**config.mk**
```make
export PLATFORM = sky130hd
export DESIGN_NAME = cva6v_vector_bank_ctrl
export DESIGN_NICKNAME = d
export VERILOG_FILES = /design/src/rtl/cva6v_vector_bank_ctrl.sv
export SDC_FILE = /design/constraint.sdc
export NUM_CORES = 1
export LEC_CHECK = 0
export BUFFER_PORTS_ARGS = -buffer_cell sky130_fd_sc_hd__buf_2
export CORE_MARGIN = 2
export CORE_UTILIZATION = 40
export DETAILED_ROUTE_END_ITERATION = 12
export PLACE_DENSITY_LB_ADDON = 0.3
export SETUP_SLACK_MARGIN = 0.05
export SLEW_MARGIN = 20
export SYNTH_ARGS = -nofsm -noshare
export SYNTH_HDL_FRONTEND = slang
export SYNTH_SLANG_ARGS = --single-unit
```
**constraint.sdc**
```tcl
create_clock -name clk_i -period 2 [get_ports clk_i]
set_clock_uncertainty 0.1 [all_clocks]
set_input_delay 0.3 -clock clk_i [delete_from_list [all_inputs] [get_ports clk_i]]
set_output_delay 0.3 -clock clk_i [all_outputs]
set_load 0.02 [all_outputs]
```
**src/rtl/cva6v_vector_bank_ctrl.sv**
```systemverilog
// ============================================================================
// Module  : cva6v_vector_bank_ctrl
// Purpose : Single-port SRAM bank controller with read-modify-write for
//           partial-strobe writes and a fixed-latency response path.
// Rev     : 1.0
// ============================================================================
`default_nettype none

module cva6v_vector_bank_ctrl #(
  parameter int unsigned AddrWidth             = 32,
  parameter int unsigned DataWidth             = 32,
  parameter int unsigned MemoryResponseLatency = 1,
  localparam int unsigned StrbWidth            = DataWidth / 8
) (
  input  logic                 clk_i,
  input  logic                 rst_i,
  input  logic                 q_valid_i,
  output logic                 q_ready_o,
  input  logic [AddrWidth-1:0] q_addr_i,
  input  logic                 q_write_i,
  input  logic [DataWidth-1:0] q_data_i,
  input  logic [StrbWidth-1:0] q_strb_i,
  output logic                 p_valid_o,
  output logic [DataWidth-1:0] p_data_o,
  output logic                 sram_req_o,
  output logic                 sram_we_o,
  output logic [AddrWidth-1:0] sram_addr_o,
  output logic [DataWidth-1:0] sram_wdata_o,
  input  logic [DataWidth-1:0] sram_rdata_i
);

  typedef enum logic [0:0] {
    IDLE  = 1'b0,
    MERGE = 1'b1
  } state_e;

  state_e               state_q, state_d;
  logic [AddrWidth-1:0] addr_q;
  logic [DataWidth-1:0] data_q;
  logic [StrbWidth-1:0] strb_q;
  logic                 rsp_valid_q;
  logic                 rsp_read_q;

  logic                 w_accept;
  logic                 w_merge_load;
  logic [DataWidth-1:0] w_rsp_data;

  always_ff @(posedge clk_i or posedge rst_i) begin
    if (rst_i) begin
      state_q <= IDLE;
    end else begin
      state_q <= state_d;
    end
  end

  always_comb begin
    state_d      = state_q;
    q_ready_o    = 1'b0;
    w_accept     = 1'b0;
    w_merge_load = 1'b0;
    sram_req_o   = 1'b0;
    sram_we_o    = 1'b0;
    sram_addr_o  = q_addr_i;
    sram_wdata_o = q_data_i;
    case (state_q)
      IDLE: begin
        q_ready_o = ~rst_i;
        if (q_valid_i && !rst_i) begin
          w_accept = 1'b1;
          if (!q_write_i) begin
            sram_req_o = 1'b1;
          end else if (&q_strb_i) begin
            sram_req_o = 1'b1;
            sram_we_o  = 1'b1;
          end else if (|q_strb_i) begin
            // Partial write: fetch the old word now, write the merge next cycle.
            sram_req_o   = 1'b1;
            w_merge_load = 1'b1;
            state_d      = MERGE;
          end
        end
      end
      MERGE: begin
        sram_req_o  = 1'b1;
        sram_we_o   = 1'b1;
        sram_addr_o = addr_q;
        for (int b = 0; b < int'(StrbWidth); b++) begin
          sram_wdata_o[8*b +: 8] = strb_q[b] ? data_q[8*b +: 8] : sram_rdata_i[8*b +: 8];
        end
        state_d = IDLE;
      end
      default: state_d = IDLE;
    endcase
  end

  always_ff @(posedge clk_i or posedge rst_i) begin
    if (rst_i) begin
      addr_q <= '0;
      data_q <= '0;
      strb_q <= '0;
    end else if (w_merge_load) begin
      addr_q <= q_addr_i;
      data_q <= q_data_i;
      strb_q <= q_strb_i;
    end
  end

  // First response stage: SRAM read data is valid one cycle after accept.
  always_ff @(posedge clk_i or posedge rst_i) begin
    if (rst_i) begin
      rsp_valid_q <= 1'b0;
      rsp_read_q  <= 1'b0;
    end else begin
      rsp_valid_q <= w_accept;
      rsp_read_q  <= w_accept & ~q_write_i;
    end
  end

  assign w_rsp_data = (rsp_valid_q && rsp_read_q) ? sram_rdata_i : '0;

  if (MemoryResponseLatency == 1) begin : g_lat1
    assign p_valid_o = rsp_valid_q;
    assign p_data_o  = w_rsp_data;
  end else begin : g_pipe
    localparam int unsigned Stages = MemoryResponseLatency - 1;
    logic [Stages-1:0]    pipe_valid_q;
    logic [DataWidth-1:0] pipe_data_q [Stages];

    always_ff @(posedge clk_i or posedge rst_i) begin
      if (rst_i) begin
        pipe_valid_q <= '0;
        for (int i = 0; i < int'(Stages); i++) begin
          pipe_data_q[i] <= '0;
        end
      end else begin
        pipe_valid_q[0] <= rsp_valid_q;
        pipe_data_q[0]  <= w_rsp_data;
        for (int i = 1; i < int'(Stages); i++) begin
          pipe_valid_q[i] <= pipe_valid_q[i-1];
          pipe_data_q[i]  <= pipe_data_q[i-1];
        end
      end
    end

    assign p_valid_o = pipe_valid_q[Stages-1];
    assign p_data_o  = pipe_data_q[Stages-1];
  end

endmodule

`default_nettype wire

```
==> flow_metrics.py, run 1 <==
metrics = {
    "pwr": {
        "power_density_nw_per_um2": 802,
        "p_clk_share_pct": 29.6,
        "internal-power_mw": 3.30,
        "switchingPower_mw": 1.31,
        "p_leak_nw": 3.00,
        "vdd_ir_drop_max_v": 0.000435,
        "p_sw_share_pct": 28.4,
        "seqPwrFrac_pct": 43.2,
        "comb_power_share_pct": 27.3,
        "p_total_mw": 4.60,
    },
    "placed_design": {
        "port-buffer-count": 203,
        "place_congestion": 0.723,
        "dp_hpwl_um": 7310,
        "placed_area_um2": 5140,
    },
    "worst_setup_path": {
        "crit_top_cell": "buf_4",
        "endpoint_kind": "primary output",
        "crit_path_top_delay_cell": "dfrtp_4",
        "path_max_fanout": 13,
        "slowest_delay_ns": 0.54,
        "crit_chain": "buf_4, clkbuf_16, nor2_1, a21oi_2, buf_4",
        "critPathKind": "reg2out",
        "crit_path_start_kind": "register",
        "critPathRequiredTime_ns": 1.60,
        "cp.arrival_ns": 1.55,
    },
    "detailed_routing": {
        "first_pass_iters": 4,
        "final_antenna_net_count": 0,
        "vias": 3386,
        "wirelength_um": 10600,
        "vias_per_cell": 4.99,
        "drc": 0,
        "wl_per_cell_um": 15.7,
        "drt_iter0_drc": 64,
    },
    "logic_synthesis": {
        "synth_nets": 444,
        "synth_cell_types": 20,
        "synth_cells": 340,
        "syn_area_um2": 3960,
        "yosysSeqAreaShare_pct": 44.9,
        "ys_ff_latch": 71,
        "avgSynthCellArea_um2": 11.6,
        "yosysWarnings": 0,
    },
    "cts": {
        "clk_latency_ns": 0.34,
        "htree_levels": 3,
        "numCtsBuffers": 9,
        "clk_path_buf_depth": 2,
        "cts-root-buf": "clkbuf_8",
        "cts_sinks": 71,
        "path_clk_slew_ns": 0.08,
        "cts_tree": "built",
        "ctsHoldBuffers": 0,
    },
    "layout": {
        "final_cell_mix": "154 x buf_2, 87 x mux2_2, 66 x dfrtp_1",
        "final_common_cell": "buf_2",
        "design_area_um2": 5740,
        "final_nets": 644,
        "drive_gt1_share_pct": 65.5,
        "n_antenna_cell": 0,
        "utilization_pct": 59.3,
        "areaGrowthSynthToFinish_pct": 45.1,
    },
    "sta": {
        "hold_viol_final": 0,
        "drv_slew": 0,
        "fin_crit_sh_pct": 97.4,
        "max_freq_ghz": 0.513,
        "finalSetupViolations": 0,
        "worst_slew_pin_slew_ns": 0.424,
        "hold_slack_ns": 0.0236,
        "layout_min_cycle_time_ns": 1.95,
        "max-slew-margin-rel_pct": 71.5,
        "tns_ns": 0,
        "grt_setup_unrepaired": "yes",
    },
    "die": {
        "die_w_um": 103,
        "pin_count": 204,
        "die_h_um": 103,
        "start_util_pct": 40.9,
        "die_area_um2": 10700,
        "rows": 36,
        "core_um2": 9680,
    },
    "worst_hold_path": {
        "hold_class": "in2async",
    },
    "grt": {
        "grt_pass1_wl_um": 14600,
        "grt_max_degree": 72,
        "antenna_found_initial": 0,
        "grt_use_total_pct": 18.0,
        "grt_pass1_vias": 2970,
        "grt_overflow": 0,
    },
    "status": {
        "status": "complete, no violations",
    },
    "run": {
        "drv_cap": 0,
    },
}
## state kept, by name (all words and copies together) (netlist names)
| signal | count |
|---|---|
| p_valid_o | 1 |
| rsp_read_q | 1 |
| strb_q | 4 |
| state_q | 1 |
| data_q | 32 |
| addr_q | 32 |
## logic make-up (layout without fill, tap and decap cells)
logic type | Yosys count | count (layout) | share of synthesized area [%]
AO/OA/AOI/OAI | 34 | 34 | 4.43
flip-flops | 71 | 71 | 44.9
AND/OR/NAND/NOR | 73 | 73 | 9.86
multiplexers | 132 | 132 | 37.4
buffers and inverters | 30 | 235 | 3.41
## cells in the mapped netlist
library cell / count / area share [%]
buf_2: 6 / 0.76
mux2_2: 91 / 26
nand2_1: 2 / 0.19
and3_1: 32 / 5.1
buf_1: 3 / 0.28
inv_1: 2 / 0.19
nand4_1: 1 / 0.16
buf_6: 2 / 0.57
mux2_4: 9 / 3.4
nor3b_4: 1 / 0.47
clkbuf_1: 17 / 1.6
o21bai_1: 1 / 0.19
nor2_1: 33 / 3.1
nor4_1: 1 / 0.16
nor2b_1: 2 / 0.32
a21oi_1: 32 / 4.0
mux2i_1: 32 / 8.1
nand4b_2: 1 / 0.38
a21o_1: 1 / 0.19
dfrtp_1: 71 / 45
## critical path: cells and delay by family (launching register included)
family                 cells  cell delay, ns
flip-flops                 1            0.54
buffers and inverters      3            0.49
AND/OR/NAND/NOR            1            0.12
AO/OA/AOI/OAI              1            0.06
## metal layers
layer / up-vias / track usage [%] / routed length (um)
li1: 1617 / - / -
met1: 1611 / 22.0 / 4480
met2: 146 / 30.4 / 5170
met3: 12 / 5.11 / 843
met4: 0 / 6.07 / 129
met5: - / 0 / 0
## layout make-up
type / instances / area [um^2]
clock buffer: 10 / 128
clock inverter: 6 / 109
fill: 817 / 3940
inverter: 2 / 11.3
multi-input combinational: 239 / 2140
sequential: 71 / 1790
tap: 133 / 166
timing repair buffer: 217 / 1400
## through the flow
stage	worst slack (ns)	cells
floorplan	0.279	340
global placement	0.100	655
detailed placement	0.0443	655
CTS	0.00424	673
global route	-0.0110	678
finish	0.0513	678
## power groups by stage
stage	Combinational (mW)	Sequential, mW	Clock [mW]
floorplan	0.893	1.88	0
global placement	1.11	1.99	0
detailed placement	1.14	2.01	0
CTS	1.17	1.99	1.40
global route	1.35	2.03	1.47
finish	1.26	1.99	1.36
## final timing paths
check                                       end  slack [ns]  depth (start not counted)          from
worst min-delay path                  data_q[4]        0.02                          3         rst_i
min in group clk_i                   addr_q[11]        0.10                          2  q_addr_i[11]
worst min register to register       addr_q[11]        0.40                          1    addr_q[11]
worst max-delay path            sram_wdata_o[8]        0.05                          5       state_q
worst max register to register        data_q[1]        0.13                          5       state_q
max in group asynchronous               state_q        1.46                          3         rst_i
## repair_timing
item | 4_1_cts | 5_1_grt
cloned | 2 | 1
endpoints found under the setup margin | 41 | 65
setup buffers | 0 | 4
pin swaps | 0 | 1
resized for setup | 4 | 79
endpoints found under the hold margin | 0 | 0
Power figures use the tool's default switching activity.
==> run 2, diff against run 1 <==
Settings changed: BUFFER_PORTS_ARGS -buffer_cell sky130_fd_sc_hd__buf_2 to default, DONT_BUFFER_PORTS from default to 1.
==> flow_metrics.py, run 2 (same netlist as run 1, synthesis figures left out) <==
metrics = {
    "grt": {
        "antenna_found_initial": 0,
        "grt_util_met2_pct": 34.6,
        "grt_pass1_vias": 3046,
        "grt_use_met1_pct": 20.1,
        "grt_use_total_pct": 18.5,
        "grt_overflow": 0,
        "grt_util_met3_pct": 5.71,
        "grt_max_degree": 51,
        "top_usage_layer": "met2",
        "grt_pass1_wl_um": 14900,
    },
    "worst_setup_path": {
        "endpoint_kind": "primary output",
        "cp.arrival_ns": 1.52,
        "critPathRequiredTime_ns": 1.60,
        "reg2regPathDepth": 4,
        "crit_chain": "buf_16, mux2_2",
        "path_max_fanout": 25,
        "slowest_delay_ns": 0.54,
        "crit_path_start_kind": "register",
        "crit_path_top_delay_cell": "dfrtp_4",
        "critPathKind": "reg2out",
    },
    "sta": {
        "drv_slew": 0,
        "fin_crit_sh_pct": 96.2,
        "max_freq_ghz": 0.520,
        "worst_slew_pin_slew_ns": 0.645,
        "layout_min_cycle_time_ns": 1.92,
        "max-slew-margin-rel_pct": 56.9,
        "hold_viol_final": 0,
        "grt_setup_unrepaired": "yes",
        "tns_ns": 0,
        "hold_slack_ns": 0.0196,
        "finalSetupViolations": 0,
    },
    "cts": {
        "numCtsBuffers": 9,
        "htree_levels": 3,
        "cts_setup_buffers": 0,
        "clk_latency_ns": 0.34,
        "cts_sinks": 71,
        "clk_path_buf_depth": 2,
        "cts-root-buf": "clkbuf_8",
        "cts_tree": "built",
        "path_clk_slew_ns": 0.08,
    },
    "detailed_routing": {
        "drt_iter0_drc": 61,
        "wirelength_um": 11000,
        "drc": 0,
        "first_pass_iters": 4,
        "final_antenna_net_count": 0,
        "vias_per_cell": 5.40,
        "wl_per_cell_um": 19.3,
        "vias": 3086,
    },
    "placed_design": {
        "dp_cells": 484,
        "port-buffer-count": 0,
        "dp_hpwl_um": 6680,
        "place_congestion": 0.706,
        "placed_area_um2": 4360,
    },
    "layout": {
        "utilization_pct": 55.5,
        "design_area_um2": 5370,
        "regArea_um2": 1790,
        "final_cell_count_no_fill": 572,
        "final_nets": 538,
        "top_regs": "addr_q: 32 flops, data_q: 32 flops, strb_q: 4 flops",
        "num-fill-cells": 806,
        "final_common_cell": "mux2_2",
        "final_cell_mix": "91 x mux2_2, 68 x dlygate4sd3_1, 66 x dfrtp_1",
        "multiInputGateArea_um2": 2060,
        "areaGrowthSynthToFinish_pct": 35.8,
        "drive_gt1_share_pct": 38.3,
        "n_antenna_cell": 0,
    },
    "worst_hold_path": {
        "holdPathStages": 1,
        "hold_class": "in2reg",
    },
    "die": {
        "die_area_um2": 10700,
        "core_um2": 9680,
        "start_util_pct": 40.9,
        "pin_count": 204,
        "rows": 36,
        "die_w_um": 103,
        "die_h_um": 103,
    },
    "pwr": {
        "vdd_ir_drop_max_v": 0.000402,
        "power_density_nw_per_um2": 826,
        "p_leak_nw": 2.48,
    },
    "run": {
        "drv_cap": 0,
    },
    "status": {
        "status": "complete, no violations",
    },
}
run 2: cell types whose count changed in the layout (fill, tap and decap cells not counted), moves of 5 or more:
cell	delta
a21oi_1	+9
a21oi_2	-8
buf_2	-154
buf_4	-13
buf_6	-5
dlygate4sd3_1	+68
nor2_1	+7
nor2_2	-6
run 2: worst paths after layout:
check,from,to,slack (ns)
setup reg to reg,state_q,addr_q[8],0.15
hold reg to reg,addr_q[19],addr_q[19],0.41
setup / recovery,state_q,sram_addr_o[29],0.08
max in group asynchronous,rst_i,data_q[15],0.72
hold / removal,q_data_i[15],data_q[15],0.02
min in group asynchronous,rst_i,data_q[25],0.49
run 2: cell type report:
class                   count  area share, %
inverters                   2          0.210
well taps                 133           3.10
flip-flops and latches     71           33.2
repair buffers            111           20.8
clock buffers              11           2.82
clock inverters             5           1.49
multi-input cells         239           38.3
run 2: worst max-delay path: cells and delay by family (launching register included):
family	cells	cell delay (ns)
buffers and inverters	1	0.20
multiplexers	1	0.42
flip-flops	1	0.54
run 2: through the flow:
step,setup slack (ns),power [mW]
after CTS,0.0121,4.46
after detailed placement,0.117,3.01
final,0.0756,4.44
after global placement,0.162,2.96
after global routing,0.00377,4.68
after floorplan,0.279,2.77
run 2: repair_timing:
action,in CTS,in global routing
gates cloned,1,3
gates resized for setup,3,4
setup endpoints to repair,59,66
hold buffers,66,2
endpoints found under the hold margin,91,2
run 2: per-layer routing:
layer / vias up / part of all wire (%) / wire length (um)
li1: 1406 / - / -
met1: 1509 / 38 / 4250
met2: 163 / 52 / 5740
met3: 8 / 8.9 / 984
met4: 0 / 0.71 / 78
met5: - / 0 / 0
run 2: where the power goes:
part / switching, mW / leakage, nW / internal (mW)
logic: 0.477 / 1.52 / 0.649
clock network: 0.540 / 0.112 / 0.768
registers: 0.245 / 0.842 / 1.76
total: 1.26 / 2.48 / 3.17
